==> src/rtl/icache_axi_rd_bridge_if.sv <==
// Bus bundles for the I-cache miss bridge: cache-side request/return and AXI4 read channels.
interface icache_rd_if;
  logic         rd_req;
  logic [2:0]   rd_type;
  logic [31:0]  rd_addr;
  logic         rd_rdy;
  logic         ret_valid;
  logic [127:0] ret_data;

  modport master (output rd_req, rd_type, rd_addr, input rd_rdy, ret_valid, ret_data);
  modport slave  (input rd_req, rd_type, rd_addr, output rd_rdy, ret_valid, ret_data);
endinterface

interface axi_rd_if;
  logic [3:0]  arid;
  logic [31:0] araddr;
  logic [7:0]  arlen;
  logic [2:0]  arsize;
  logic [1:0]  arburst;
  logic        arvalid;
  logic        arready;
  logic [3:0]  rid;
  logic [31:0] rdata;
  logic [1:0]  rresp;
  logic        rlast;
  logic        rvalid;
  logic        rready;

  modport master (output arid, araddr, arlen, arsize, arburst, arvalid, rready,
                  input arready, rid, rdata, rresp, rlast, rvalid);
  modport slave  (input arid, araddr, arlen, arsize, arburst, arvalid, rready,
                  output arready, rid, rdata, rresp, rlast, rvalid);
endinterface

==> src/rtl/icache_axi_rd_bridge.sv <==
// Turns one I-cache miss (line or uncached word) into one AXI4 read burst and
// returns the collected beats as a 128-bit block with a single-cycle ret_valid.
module icache_axi_rd_bridge #(
  parameter logic [3:0] AXI_ID = 4'd0
) (
  input  logic       clk,
  input  logic       resetn,
  icache_rd_if.slave cache,
  axi_rd_if.master   axi
);

  typedef enum logic [1:0] {S_IDLE, S_AR, S_R, S_RET} state_e;

  state_e       state_q, state_d;
  logic [31:0]  araddr_q, araddr_d;
  logic [7:0]   arlen_q, arlen_d;
  logic [1:0]   beat_cnt_q, beat_cnt_d;
  logic [127:0] buf_q, buf_d;
  logic         unused_ok;

  assign unused_ok = ^{axi.rid, axi.rresp, cache.rd_addr[1:0]};

  always_comb begin
    state_d    = state_q;
    araddr_d   = araddr_q;
    arlen_d    = arlen_q;
    beat_cnt_d = beat_cnt_q;
    buf_d      = buf_q;
    unique case (state_q)
      S_IDLE: begin
        if (cache.rd_req) begin
          state_d    = S_AR;
          beat_cnt_d = 2'd0;
          if (cache.rd_type == 3'b100) begin
            araddr_d = {cache.rd_addr[31:4], 4'b0};
            arlen_d  = 8'd3;
          end else begin
            araddr_d = {cache.rd_addr[31:2], 2'b0};
            arlen_d  = 8'd0;
          end
        end
      end
      S_AR: begin
        if (axi.arready) state_d = S_R;
      end
      S_R: begin
        if (axi.rvalid) begin
          // The old block stays visible on ret_data until the first new beat,
          // which is where the buffer gets wiped so word reads return zeros above [31:0].
          if (beat_cnt_q == 2'd0) buf_d = {96'b0, axi.rdata};
          else                    buf_d[{beat_cnt_q, 5'b0} +: 32] = axi.rdata;
          if (beat_cnt_q != 2'd3) beat_cnt_d = beat_cnt_q + 2'd1;
          if (axi.rlast)          state_d = S_RET;
        end
      end
      S_RET:   state_d = S_IDLE;
      default: state_d = S_IDLE;
    endcase
  end

  always_ff @(posedge clk or negedge resetn) begin
    if (!resetn) begin
      state_q    <= S_IDLE;
      araddr_q   <= 32'b0;
      arlen_q    <= 8'b0;
      beat_cnt_q <= 2'd0;
      buf_q      <= 128'b0;
    end else begin
      state_q    <= state_d;
      araddr_q   <= araddr_d;
      arlen_q    <= arlen_d;
      beat_cnt_q <= beat_cnt_d;
      buf_q      <= buf_d;
    end
  end

  // Handshake outputs decode straight from state so an async reset clears them at once.
  assign cache.rd_rdy    = (state_q == S_IDLE);
  assign cache.ret_valid = (state_q == S_RET);
  assign cache.ret_data  = buf_q;

  assign axi.arid    = AXI_ID;
  assign axi.araddr  = araddr_q;
  assign axi.arlen   = arlen_q;
  assign axi.arsize  = 3'b010;
  assign axi.arburst = 2'b01;
  assign axi.arvalid = (state_q == S_AR);
  assign axi.rready  = (state_q == S_R);

endmodule

==> src/flat_wrapper.sv <==
// flat-port wrapper written by rule: the top's interface ports become plain ports
module icache_axi_rd_bridge_flat 
#(
  parameter logic [3:0] AXI_ID = 4'd0
)
  (clk, resetn, cache_rd_req, cache_rd_type, cache_rd_addr, cache_rd_rdy, cache_ret_valid, cache_ret_data, axi_arid, axi_araddr, axi_arlen, axi_arsize, axi_arburst, axi_arvalid, axi_rready, axi_arready, axi_rid, axi_rdata, axi_rresp, axi_rlast, axi_rvalid);
  icache_rd_if cache_i ();
  axi_rd_if axi_i ();
  input  logic clk;
  input  logic resetn;
  input wire logic [$bits(cache_i.rd_req)-1:0] cache_rd_req;
  input wire logic [$bits(cache_i.rd_type)-1:0] cache_rd_type;
  input wire logic [$bits(cache_i.rd_addr)-1:0] cache_rd_addr;
  output wire logic [$bits(cache_i.rd_rdy)-1:0] cache_rd_rdy;
  output wire logic [$bits(cache_i.ret_valid)-1:0] cache_ret_valid;
  output wire logic [$bits(cache_i.ret_data)-1:0] cache_ret_data;
  output wire logic [$bits(axi_i.arid)-1:0] axi_arid;
  output wire logic [$bits(axi_i.araddr)-1:0] axi_araddr;
  output wire logic [$bits(axi_i.arlen)-1:0] axi_arlen;
  output wire logic [$bits(axi_i.arsize)-1:0] axi_arsize;
  output wire logic [$bits(axi_i.arburst)-1:0] axi_arburst;
  output wire logic [$bits(axi_i.arvalid)-1:0] axi_arvalid;
  output wire logic [$bits(axi_i.rready)-1:0] axi_rready;
  input wire logic [$bits(axi_i.arready)-1:0] axi_arready;
  input wire logic [$bits(axi_i.rid)-1:0] axi_rid;
  input wire logic [$bits(axi_i.rdata)-1:0] axi_rdata;
  input wire logic [$bits(axi_i.rresp)-1:0] axi_rresp;
  input wire logic [$bits(axi_i.rlast)-1:0] axi_rlast;
  input wire logic [$bits(axi_i.rvalid)-1:0] axi_rvalid;
  assign cache_i.rd_req = cache_rd_req;
  assign cache_i.rd_type = cache_rd_type;
  assign cache_i.rd_addr = cache_rd_addr;
  assign cache_rd_rdy = cache_i.rd_rdy;
  assign cache_ret_valid = cache_i.ret_valid;
  assign cache_ret_data = cache_i.ret_data;
  assign axi_arid = axi_i.arid;
  assign axi_araddr = axi_i.araddr;
  assign axi_arlen = axi_i.arlen;
  assign axi_arsize = axi_i.arsize;
  assign axi_arburst = axi_i.arburst;
  assign axi_arvalid = axi_i.arvalid;
  assign axi_rready = axi_i.rready;
  assign axi_i.arready = axi_arready;
  assign axi_i.rid = axi_rid;
  assign axi_i.rdata = axi_rdata;
  assign axi_i.rresp = axi_rresp;
  assign axi_i.rlast = axi_rlast;
  assign axi_i.rvalid = axi_rvalid;
  icache_axi_rd_bridge #(.AXI_ID(AXI_ID)) u_core (.clk(clk), .resetn(resetn), .cache(cache_i), .axi(axi_i));
endmodule
==> config.mk <==
export PLATFORM = sky130hd
export DESIGN_NAME = icache_axi_rd_bridge_flat
export DESIGN_NICKNAME = d
export VERILOG_FILES = /design/src/rtl/icache_axi_rd_bridge_if.sv /design/src/rtl/icache_axi_rd_bridge.sv /design/src/flat_wrapper.sv
export SDC_FILE = /design/constraint.sdc
export NUM_CORES = 1
export LEC_CHECK = 0
export CAP_MARGIN = 40
export CELL_PAD_IN_SITES_DETAIL_PLACEMENT = 0
export CELL_PAD_IN_SITES_GLOBAL_PLACEMENT = 1
export CORE_MARGIN = 8
export CORE_UTILIZATION = 33
export DETAILED_ROUTE_END_ITERATION = 7
export HOLD_SLACK_MARGIN = 0.08
export PLACE_DENSITY = 0.88
export SETUP_SLACK_MARGIN = 0.4
export SYNTH_ARGS = -nofsm -noshare
export SYNTH_HDL_FRONTEND = slang
export SYNTH_SLANG_ARGS = --single-unit
==> constraint.sdc <==
create_clock -name clk -period 2.4 [get_ports clk]
set_input_delay 0.48 -clock clk [delete_from_list [all_inputs] [get_ports clk]]
set_output_delay 0.48 -clock clk [all_outputs]
set_load 0.05 [all_outputs]
; ---- Word-level counts from Yosys, hierarchy flattened
; Cells that the tools add are included.
[word_totals]
register_bits = 172
in_bits = 79
out_inout_bits = 181
word_cells = 39
[classes]
addsub = 2
eq_ne = 10
n_shift = 2
n_mux = 13
reduce_logical = 7
[op_table]
columns = op, n
row1 = bitwise mux 128 bit, 1
row2 = two-way mux 128 bit, 1
row3 = variable shift 32 x 9 -> 128 bit (first input constant), 1
row4 = variable part select 32 x 9 -> 128 bit, 1
row5 = two-way mux 2 bit, 8
row6 = negator 7 -> 9 bit, 1
row7 = inequality test 2 x 1 -> 1 bit (second input constant), 4
row8 = one-hot mux 2 bit (4 select lines), 1
row9 = AND reduction 4 bit, 2
row10 = == test 2 bit (second input constant), 2
row11 = logical NOT 2 bit, 2
row12 = two-way mux 4 bit, 1
row13 = inequality test 2 bit (second input constant), 2
row14 = one-hot mux 2 bit (2 select lines), 1
row15 = AND reduction 2 bit, 2
row16 = == test 3 bit (second input constant), 1
row17 = adder 2 x 1 -> 2 bit (second input constant), 1
row18 = == test 2 x 1 -> 1 bit (second input constant), 1
row19 = nonzero test 2 bit, 1

; ---- Logic depth before layout (Yosys ltp)
[logic_depth]
depth_word = 4
depth_mapped = 7

; ---- Worst setup path before layout
; OpenSTA, ideal clock, no wires.
[synth_timing]
kind = reg2reg
start = reg u_core.state_q[0]
end = reg u_core.buf_q[64], in the netlist u_core.cache.ret_data[64]
setup_ns = 0.067
arrival_time_ns = 2.052
slack_ns = 0.281
path_stages_with_launch = 8
path_cell_list = dfrtp_1 -> inv_1 -> ha_1 -> buf_2 -> nand4b_1 -> nor3b_2 -> buf_4 -> a22o_1
[synth_via]
elab_chain_cells = 2
[synth_rtl]
columns = element, line_no
row1 = "start, declared", icache_axi_rd_bridge.sv:14  ; state_e state_q, state_d;
row2 = "start signal, assigned", icache_axi_rd_bridge.sv:69  ; state_q <= state_d;
row3 = == test 2 bit, --
row4 = named net axi_rready, flat_wrapper.sv:23  ; output wire logic [$bits(axi_i.rready)-1:0] axi_rready;
row5 = AND reduction 2 bit (no line), --
row6 = "end signal, assigned", icache_axi_rd_bridge.sv:73  ; buf_q <= buf_d;
row7 = "end, declared", icache_axi_rd_bridge.sv:18  ; logic [127:0] buf_q, buf_d;
; The timed path passes the listed nets, and every way through them passes these cells.
; A chain may end at the register's enable or synchronous reset.

; ---- Worst setup path after layout
[layout_timing]
start = reg u_core.state_q[0]
end = out axi_rready
[layout_via]
elab_chain_cells = 1
[layout_rtl]
columns = element, line_no
row1 = == test 2 bit, icache_axi_rd_bridge.sv:88  ; assign axi.rready = (state_q == S_R);
row2 = "end, declared", flat_wrapper.sv:23
; Every way passes these cells.

==> impl_metrics.env <==
export IMPL_status="complete, no violations"
export IMPL_dr_total_vias=4793
export IMPL_intPower_mw=6.41
export IMPL_netSwitchingFraction=0.461
export IMPL_crit_path_max_incr_delay_ns=0.42
export IMPL_yosysWarningCount=0
export IMPL_ys_ff_latch=163
export IMPL_routed_wl_um=19500
export IMPL_mostFrequentLayoutCell="dfrtp_1"
export IMPL_path_class="register to primary output"
export IMPL_grt_use_total=0.165
export IMPL_path_cells="inv_2 -> ha_4 -> buf_4"
export IMPL_slowest_stage="dfrtp_1"
export IMPL_cp_arrival_ns=1.44
export IMPL_root_buffer="clkbuf_16"
export IMPL_worstMarginPinSlew_ns=0.595
export IMPL_wl_per_cell_um=19.8
export IMPL_hpwl_um=14000
export IMPL_antenna_left=0
export IMPL_ys_seq_area_frac=0.645
export IMPL_fmax_mhz=521
export IMPL_h_tree_depth=4
export IMPL_portBuffers=234
export IMPL_cp_required_ns=1.92
export IMPL_area_growth_pct=49.0
export IMPL_skew_ns=0.0106
export IMPL_drive_gt1_frac=0.138
export IMPL_ir_drop_mv=0.763
export IMPL_finalCritPeriodShare=0.799
export IMPL_drc=0
export IMPL_maxSlewViolCount=0
export IMPL_p_switching_mw=5.49
export IMPL_finalHoldViolCount=0
export IMPL_cts_num_sinks=163
export IMPL_maxSlewHeadroom=0.604
export IMPL_syn_inst=490
export IMPL_period_minus_slack_ns=1.92
export IMPL_start_util=0.337
export IMPL_grt_pass1_wl_um=30800
export IMPL_pre_cts_slack_ns=0.189
export IMPL_maxCapViolCount=0
export IMPL_num_rows=50
export IMPL_leakagePower_nw=4.95
export IMPL_diodes=0
export IMPL_via_per_inst=4.89
export IMPL_drt_pre_antenna_iters=4
export IMPL_cts_tree="built"
export IMPL_ys_types=26
export IMPL_antenna_found_initial=0
export IMPL_syn_area_um2=6330
export IMPL_combinationalPowerShare=0.453
export IMPL_final_cell_mix="162 x dfrtp_1, 160 x dlygate4sd2_1, 96 x a22o_1"
export IMPL_setup_tns_ns=0
export IMPL_power_frac_clock=0.230
export IMPL_async_reset_ff_frac=1.00
export IMPL_drtIter0Drc=196
export IMPL_die_area_um2=23900
export IMPL_ios=260
export IMPL_overflow=0
export IMPL_die_width_um=154
export IMPL_core_um2=18800
export IMPL_cts_buffers=17
export IMPL_clkTransAtPathRegs_ns=0.07
export IMPL_hp_class="register to register"
export IMPL_clkLatencyLatePin_ns=0.42
export IMPL_fin_ws_ns=0.482
export IMPL_grt_max_degree=64
export IMPL_rsz0062_at_grt="true"
export IMPL_dp_cells=947
export IMPL_avgSynthCellArea_um2=12.9
export IMPL_grt_pass1_vias=5193
export IMPL_ys_flop_type="dfrtp_1"
export IMPL_synth_edf_count=0
export IMPL_seqPwrFrac=0.317
export IMPL_nets=824
export IMPL_end_kind="primary output"
export IMPL_cp_start_kind="register"
export IMPL_die_h_um=154
export IMPL_cts_path_max_buffers=2
export IMPL_power_density_nw_per_um2=1260
export IMPL_finalNonFillerCells=981
export IMPL_place_congestion=0.716
export IMPL_critPathMaxFanout=14
export IMPL_finalSetupViolCount=0
-- path summary, 6_finish.rpt --
kind | endpoint | from | depth (start not counted) | slack, ns
max in group asynchronous | u_core.cache.ret_data[97] | resetn | 3 | 1.10
setup / recovery | axi_rready | u_core.state_q[0] | 3 | 0.48
setup reg to reg | u_core.cache.ret_data[90] | u_core.beat_cnt_q[1] | 6 | 0.51
hold reg to reg | u_core.cache.ret_data[6] | u_core.cache.ret_data[6] | 2 | 0.47
min in group asynchronous | u_core.cache.ret_data[19] | resetn | 2 | 0.63
hold / removal | u_core.cache.ret_data[6] | u_core.cache.ret_data[6] | 2 | 0.47
-- layer usage --
layer,global-route usage,part of all wire,wire (um)
met1,0.210,0.44,8620
met3,0.0532,0.071,1380
met5,0,0,0
met2,0.267,0.48,9310
met4,0.0364,0.0079,153
-- registers in the layout, summed over array words and instances (netlist names) --
name,cells
u_core.axi.araddr,30
u_core.cache.ret_data,128
u_core.axi.arlen,1
u_core.beat_cnt_q,2
u_core.state_q,2
-- metrics by stage --
stage	util	power, mW	cell area, um2	hold slack, ns
global route	0.502	12.5	9430	0.491
finish	0.502	11.9	9430	0.474
global placement	0.479	9.64	8990	0.463
detailed placement	0.479	9.73	8990	0.469
floorplan	-	7.57	6390	0.184
CTS	0.501	12.0	9400	0.480
-- critical path: cells and delay by family (launching register included) --
family / cells / cell delay [ns]
adder cells (fa/ha/maj): 1 / 0.25
buffers and inverters: 2 / 0.36
flip-flops: 1 / 0.42
-- power groups by stage --
stage	Combinational, mW	Clock [mW]	Sequential (mW)
final	5.40	2.74	3.77
after global placement	5.83	0	3.81
after detailed placement	5.88	0	3.84
after floorplan	1.50	0	6.07
after CTS	5.44	2.81	3.77
after global routing	5.71	2.93	3.85
-- synth_stat cells (all sizes together), types with 3 or more instances --
library cell,number,area [um2]
dfrtp,163,4080
nor2,3,11.3
a22o,96,841
inv,5,18.8
o21ai,34,170
ha,11,138
nand3,7,35.0
nor2b,3,18.8
buf,29,196
mux2,30,338
nand2,71,267
clkbuf,22,82.6
-- logic make-up (layout without fill, tap and decap cells) --
family / count (synthesis) / in the layout / share of synthesized area
flops: 163 / 163 / 0.645
buf+inv: 56 / 298 / 0.0471
mux: 31 / 31 / 0.0550
fa+ha+maj: 11 / 11 / 0.0218
other cells: 2 / 17 / 0.00119
compound gates: 135 / 135 / 0.167
simple gates: 92 / 92 / 0.0633
-- cell type report --
cell class / instances / area (um2)
inverters: 5 / 18.8
multi-input cells: 286 / 2060
repair buffers: 261 / 2380
clock inverters: 15 / 165
flip-flops and latches: 163 / 4080
well taps: 234 / 293
fillers: 1752 / 9340
clock buffers: 17 / 425
-- what timing repair did --
| action | 4_1_cts | 5_1_grt |
|---|---|---|
| endpoints found under the hold margin | 55 | 0 |
| hold buffers | 1 | 0 |
| setup endpoints to repair | 164 | 97 |
| resized for setup | 164 | 9 |
| buffers inserted | 0 | 1 |
| pin swaps | 1 | 2 |
(Power assumes the default switching activity.)
